--- config.mk ---
export PLATFORM = sky130hd
export DESIGN_NAME = wp_elastic_fifo
export DESIGN_NICKNAME = d
export VERILOG_FILES = /design/src/rtl/wp_elastic_fifo_pkg.sv /design/src/rtl/wp_elastic_fifo_ptr.sv /design/src/rtl/wp_elastic_fifo.sv
export SDC_FILE = /design/constraint.sdc
export NUM_CORES = 1
export LEC_CHECK = 0
export BUFFER_PORTS_ARGS = -buffer_cell sky130_fd_sc_hd__buf_2
export CAP_MARGIN = 20
export CORE_MARGIN = 3
export CORE_UTILIZATION = 45
export CTS_CLUSTER_DIAMETER = 60
export DETAILED_ROUTE_END_ITERATION = 10
export PLACE_DENSITY_LB_ADDON = 0.15
export SLEW_MARGIN = 15
export SYNTH_ARGS = -nofsm -noshare
export SYNTH_HDL_FRONTEND = slang
export SYNTH_HIERARCHICAL = 1
export SYNTH_SLANG_ARGS = --single-unit
--- constraint.sdc ---
create_clock -name clk -period 13.15 [get_ports clk]
set_clock_uncertainty 0.05 [all_clocks]
set_input_delay 2.63 -clock clk [delete_from_list [all_inputs] [get_ports clk]]
set_output_delay 2.63 -clock clk [all_outputs]
set_load 0.005 [all_outputs]
--- src/rtl/wp_elastic_fifo_pkg.sv ---
// Shared constants and occupancy types for the wp_elastic_fifo family.
// The WP_FIFO_DROP_OLDEST_EN macro selects drop-oldest mode in the fifo files.
package wp_elastic_fifo_pkg;

  localparam int WP_FIFO_DEPTH_DEFAULT = 4;

  // Occupancy holds 0..DEPTH inclusive, hence one bit more than the pointer.
  typedef logic [$clog2(2+1)-1:0]  fifo_count2_t;
  typedef logic [$clog2(4+1)-1:0]  fifo_count4_t;
  typedef logic [$clog2(8+1)-1:0]  fifo_count8_t;
  typedef logic [$clog2(16+1)-1:0] fifo_count16_t;
  typedef logic [$clog2(32+1)-1:0] fifo_count32_t;
  typedef logic [$clog2(64+1)-1:0] fifo_count64_t;

  function automatic int fifo_count_width(input int depth);
    return $clog2(depth + 1);
  endfunction

endpackage

--- src/rtl/wp_elastic_fifo_ptr.sv ---
// Pointer and occupancy bookkeeping for wp_elastic_fifo, shared by both modes.
// With WP_FIFO_DROP_OLDEST_EN a push into a full FIFO without a pop overwrites the oldest entry.
module wp_fifo_ptr
  import wp_elastic_fifo_pkg::*;
#(
  parameter int DEPTH = WP_FIFO_DEPTH_DEFAULT,
  parameter int AW    = $clog2(DEPTH),
  parameter int CW    = fifo_count_width(DEPTH)
) (
  input  logic          clk,
  input  logic          reset,
  input  logic          push,
  input  logic          pop,
  output logic [AW-1:0] wr_ptr,
  output logic [AW-1:0] rd_ptr,
  output logic [CW-1:0] count,
  output logic          drop
);

  logic [AW-1:0] wr_ptr_reg;
  logic [AW-1:0] rd_ptr_reg;
  logic [CW-1:0] count_reg;
  logic          overwrite;
  logic          rd_adv;
  logic          count_inc;
  logic          count_dec;

`ifdef WP_FIFO_DROP_OLDEST_EN
  logic drop_reg;

  // When full, wr_ptr == rd_ptr, so the write slot is the oldest entry.
  assign overwrite = push && !pop && (count_reg == CW'(DEPTH));
  assign drop      = drop_reg;

  always_ff @(posedge clk) begin
    if (!reset) drop_reg <= 1'b0;
    else        drop_reg <= overwrite;
  end
`else
  assign overwrite = 1'b0;
  assign drop      = 1'b0;
`endif

  assign rd_adv    = pop || overwrite;
  assign count_inc = push && !pop && !overwrite;
  assign count_dec = pop && !push;

  always_ff @(posedge clk) begin
    if (!reset) begin
      wr_ptr_reg <= '0;
      rd_ptr_reg <= '0;
      count_reg  <= '0;
    end else begin
      if (push)   wr_ptr_reg <= wr_ptr_reg + AW'(1);
      if (rd_adv) rd_ptr_reg <= rd_ptr_reg + AW'(1);
      if (count_inc)      count_reg <= count_reg + CW'(1);
      else if (count_dec) count_reg <= count_reg - CW'(1);
    end
  end

  assign wr_ptr = wr_ptr_reg;
  assign rd_ptr = rd_ptr_reg;
  assign count  = count_reg;

endmodule

--- src/rtl/wp_elastic_fifo.sv ---
// Elastic valid/retry FIFO: all outputs come from registers, no input-to-output path.
// Define WP_FIFO_DROP_OLDEST_EN to replace back-pressure with drop-oldest overwrite.
module wp_elastic_fifo
  import wp_elastic_fifo_pkg::*;
#(
  parameter int WIDTH = 64,
  parameter int DEPTH = WP_FIFO_DEPTH_DEFAULT,
  parameter int CW    = fifo_count_width(DEPTH)
) (
  input  logic             clk,
  input  logic             reset,
  input  logic [WIDTH-1:0] din,
  input  logic             dinValid,
  output logic             dinRetry,
  output logic [WIDTH-1:0] q,
  output logic             qValid,
  input  logic             qRetry,
  output logic [CW-1:0]    count,
  output logic             drop
);

  localparam int AW = $clog2(DEPTH);

  logic [WIDTH-1:0] mem [DEPTH];
  logic [AW-1:0]    wr_ptr;
  logic [AW-1:0]    rd_ptr;
  logic [DEPTH-1:0] wr_en;
  logic             push;
  logic             pop;

  wp_fifo_ptr #(
    .DEPTH (DEPTH),
    .AW    (AW),
    .CW    (CW)
  ) u_ptr (
    .clk    (clk),
    .reset  (reset),
    .push   (push),
    .pop    (pop),
    .wr_ptr (wr_ptr),
    .rd_ptr (rd_ptr),
    .count  (count),
    .drop   (drop)
  );

`ifdef WP_FIFO_DROP_OLDEST_EN
  assign dinRetry = 1'b0;
`else
  assign dinRetry = (count == CW'(DEPTH));
`endif

  assign qValid = (count != '0);
  assign push   = reset && dinValid && !dinRetry;
  assign pop    = reset && qValid && !qRetry;

  generate
    for (genvar gi = 0; gi < DEPTH; gi++) begin : g_wr_en
      assign wr_en[gi] = push && (wr_ptr == AW'(gi));
    end
  endgenerate

  // Storage is deliberately unreset; the output mask below keeps q clean when empty.
  always_ff @(posedge clk) begin
    for (int i = 0; i < DEPTH; i++) begin
      if (wr_en[i]) mem[i] <= din;
    end
  end

  assign q = qValid ? mem[rd_ptr] : '0;

  a_din_valid_known: assert property (@(posedge clk) reset |-> !$isunknown(dinValid));

endmodule
# [After elaboration in Yosys (flattened, before gate mapping)]
# Memories as Yosys holds them, arrays and structs flattened. A register that Yosys moved wholly into a read port is not among the register bits.
# Cells that the tools add are included.
[word_totals] regBits=7 ram_bits=256 input_bits=68 output_inout_bits=70 elab_cells=54 mem_count=1
[classes] n_addsub=4 eq_ne=4 n_mux=22 n_reduce_logical=20
[memory_table] memory="mem" words=4 word_bits=64 rd=1 rd_clocked_by_memory_dff=1 write_ports=1 line_no="wp_elastic_fifo.sv:24" text="logic [WIDTH-1:0] mem [DEPTH];"
[ops] op="64-bit two-way mux" count=4
[ops] op="64-bit OR reduction" count=3
[ops] op="1-bit two-way mux" count=11
[ops] op="1-bit logical AND" count=10
[ops] op="2-bit two-way mux" count=5
[ops] op="3-bit two-way mux" count=2
[ops] op="2-bit by 1-bit adder with 2-bit output (second input constant)" count=2
[ops] op="2-bit == test (second input constant)" count=2
[ops] op="1-bit zero test" count=4
[ops] op="3-bit by 1-bit adder with 3-bit output (second input constant)" count=1
[ops] op="3-bit == test (second input constant)" count=1
[ops] op="3-bit nonzero test" count=1
[ops] op="3-bit by 1-bit subtractor with 3-bit output (second input constant)" count=1
[ops] op="2-bit by 1-bit == test with 1-bit output (second input constant)" count=1
[ops] op="2-bit zero test" count=1
[ops] op="2-bit nonzero test" count=1

# [Depth between registers and ports, before layout]
[logic_depth] depth_word=10 ltp_mapped=10 ltp_nobuf=9

# [Hierarchy]
# The synthesis kept the hierarchy.
[by_module_without_submodules] mod="wp_elastic_fifo" instances=1 cells_each=414 area_per_inst_um2=9800.6 seq_area_each_um2=7687.4
[by_module_without_submodules] mod="wp_fifo_ptr" instances=1 cells_each=31 area_per_inst_um2=317.8 seq_area_each_um2=140.1

# [Worst setup path after synthesis]
# OpenSTA, ideal clock, no wires.
[synth_timing] path_type="input -> register" from="in reset" to="mem mem[2][0], enable pin" setup_time_ps=666 arrival_ps=9332 required_time_ps=12434 setup_slack_ps=3102 path_stages=2 n_path_buf=0 path_cell_list="nand2_1 nor4b_1"
[synth_between] word_cells_on_any_way=23 cone_classes="14 x mux; 9 x reduce/logical"
[synth_lines] item="from (decl)" line_no="wp_elastic_fifo.sv:11" text="input logic reset,"
[synth_lines] item="1-bit logical AND * (2 in a row)" line_no="wp_elastic_fifo.sv:53" text="assign push = reset && dinValid && !dinRetry;"
[synth_lines] item="1-bit logical AND *" line_no="wp_elastic_fifo.sv:58" text="assign wr_en[gi] = push && (wr_ptr == AW'(gi));"
[synth_lines] item="net wr_en[2]" line_no="wp_elastic_fifo.sv:27" text="logic [DEPTH-1:0] wr_en;"
[synth_lines] item="1-bit two-way mux *" line_no="wp_elastic_fifo.sv:65" text="if (wr_en[i]) mem[i] <= din;"
[synth_lines] item="1-bit two-way mux (not written as such) *" line_no="wp_elastic_fifo.sv:65"
[synth_lines] item="64-bit OR reduction (no source line)"
[synth_lines] item="2-bit two-way mux (no source line) or 1-bit two-way mux (tied branches) (2 in a row)"
[synth_lines] item="to (decl)" line_no="wp_elastic_fifo.sv:24"
# Mark *: on every way through the listed nets, which the timed path passes. The rest lies on a longest branch.

==> impl_results.md <==
* Max reg flops at 256
* Ranking of synthesized cells by area: edfxtp_1 (76%), mux4_2 (13%), and2_1 (4.3%)
* Tot Pwr at 2.08 mW
* Total of max-cap violations at 0
* Number of library cell types mapped by synthesis at 29
* Drt wl/cell at 21.0 um
* Layout cells sized above 1 at 40.1%
* Max stage delay cell, worst path: buf_4
* GRT overflow at 0
* Crit start category: flop
* Crit path required time at 10.47 ns
* Hold buffers post-CTS at 0
* #FFs+latches synth at 263
* Gpl congestion at 0.691
* Final worst path period need at 5.62 ns
* Top FF cell, synth: edfxtp_1
* Synthesized area per cell at 22.7 sq um
* Ys async rst share at 0%
* CP cell instances: buf_4 > mux4_1 > and2_1 > buf_2
* CTS Buf Count at 27
* Post-CTS resize count at 0
* Yosys top cell area share at 76.0%
* Most frequent cell after synthesis: edfxtp_1
* Largest area contributor in the netlist: edfxtp_1
* Reg clk slew, reported paths at 0.06 ns
* Core area at 0.0220 sq mm
* Vias in the first global route at 5095
* Synth-to-Final Area Change at 17.1%
* Setup ws final at 7.53 ns
* Fin crit share at 42.8%
* NumNets Final at 667
* Clock Path Buffers at 3
* CTS root buf: clkbuf_16
* Setup Buffers After CTS at 0
* Initial DRC count at 194
* Chip height at 156 um
* Hold/Removal Path Class: reg2reg
* Die span in x at 156 um
* Syn_nets at 515
* Via count at 4730
* VDD IR-drop max at 0.123 mV
* Post-DR vias/cell at 5.27
* Final hold vios at 0
* CTS tree: done
* Dpl hpwl at 10.3 mm
* Yosys warning total at 6
* First-pass GRT wire length at 29.1 mm
* I/O Buffers at 136
* Antenna viol nets, final at 0
* Seq/Total Area, Yosys at 77.4%
* GR Util All Layers at 15.5%
* Antenna violations before repair at 3
* FMAX at 0.178 GHz
* H-tree depth at 1
* Critical path type: reg2out
* Outcome: finished, final reports clean
* Fin. max-slew vios at 0
* Arrival @ worst endpoint at 2.94 ns
* CTS sink cnt at 263
* P_leak at 4.05 nW
* CP max FO at 46
* # setup viols final at 0
* Worst slew pin tran at 1.03 ns
* Post-route cell area at 0.0119 sq mm
* Number of remaining DRC errors at 0
* Max stage delay on crit path at 0.79 ns
* Final WL at 18.8 mm
* Initial Util at 46.1%
* RSZ-0062 raised after global routing: false
* 1st-pass router iterations at 6
* Io pins at 138
* Dpl cell area at 0.0111 sq mm
* Site Rows at 54
* Worst-skew pair later-pin latency at 0.51 ns
* Relative slew slack at 31.2%
* Synth cell count leaders: edfxtp_1 (256), and2_1 (69), mux4_2 (60)
* Setup TNS at 0 ns
* Die ar. at 0.0243 sq mm
* Largest net degree at the start of global routing at 67
* Cell Area, Synth at 0.0101 sq mm
* Pre-CTS setup slack at 7.95 ns
* Mapped Cells at 445
* CP endpoint kind: primary output
* Core Util, Final at 54.0%
* Post-synth EDFFs at 256
* PD cells at 176 mW/mm^2
worst max-delay path: cells and delay by family, from the launching register on:
| kind | cells | cell delay [ns] |
|---|---|---|
| flops | 1 | 0.63 |
| buf+inv | 2 | 0.91 |
| mux | 1 | 0.66 |
| simple gates | 1 | 0.17 |
metrics by stage:
stage | hold slack, ns | std cells
floorplan | 0.439 | 445
global placement | 0.429 | 847
detailed placement | 0.475 | 847
CTS | 0.484 | 895
global route | 0.507 | 896
finish | 0.488 | 897
metal layers:
metal | GRT usage, % | routed length, um
met1 | 21.0 | 7960
met2 | 25.4 | 9160
met3 | 4.49 | 1380
met4 | 3.66 | 276
met5 | 0 | 41
path summary, 6_finish.rpt:
check / depth (start not counted) / endpoint / slack [ns] / start
max reg2reg: 10 / u_ptr/count[2] / 10.21 / u_ptr/count[1]
min: 2 / u_ptr/count[2] / 0.49 / u_ptr/count[2]
max: 4 / q[60] / 7.53 / u_ptr/rd_ptr[0]
min reg2reg: 2 / u_ptr/count[2] / 0.49 / u_ptr/count[2]
cells in the final DEF (no fill, tap or decap), types with 2 or more instances in the layout:
cell type	count
buf_2	137
dfxtp_4	2
clkinv_1	9
clkbuf_1	4
mux4_1	4
inv_1	2
and2_1	69
clkbuf_16	27
edfxtp_1	256
xor2_1	3
buf_4	8
nand2_1	3
xnor2_1	3
clkinv_2	6
dfxtp_1	5
mux4_2	60
nor4b_2	2
kinds of logic after synthesis:
family | Yosys count | share of synthesized area [%]
DFF | 263 | 77.4
and+or+nand+nor | 82 | 5.09
muxes | 65 | 14.5
buffers and inverters | 24 | 2.05
xor gates and xnor gates | 6 | 0.519
adders and majority gates | 2 | 0.321
AOI/OAI and AO/OA | 2 | 0.124
other | 1 | 0.0371
layout make-up:
| type | instances | area (sq um) |
|---|---|---|
| Antenna cell | 1 | 2.50 |
| Multi-Input combinational cell | 158 | 2120 |
| Tap cell | 280 | 350 |
| Timing Repair Buffer | 145 | 746 |
| Clock inverter | 17 | 101 |
| Fill cell | 1713 | 10100 |
| Inverter | 2 | 7.51 |
| Sequential cell | 263 | 7840 |
| Clock buffer | 31 | 691 |
power breakdown:
part	switching, mW	total, mW	internal, mW
logic	0.208	0.416	0.208
registers	0.0247	0.986	0.961
clock network	0.288	0.680	0.392
(Power assumes the default switching activity.)
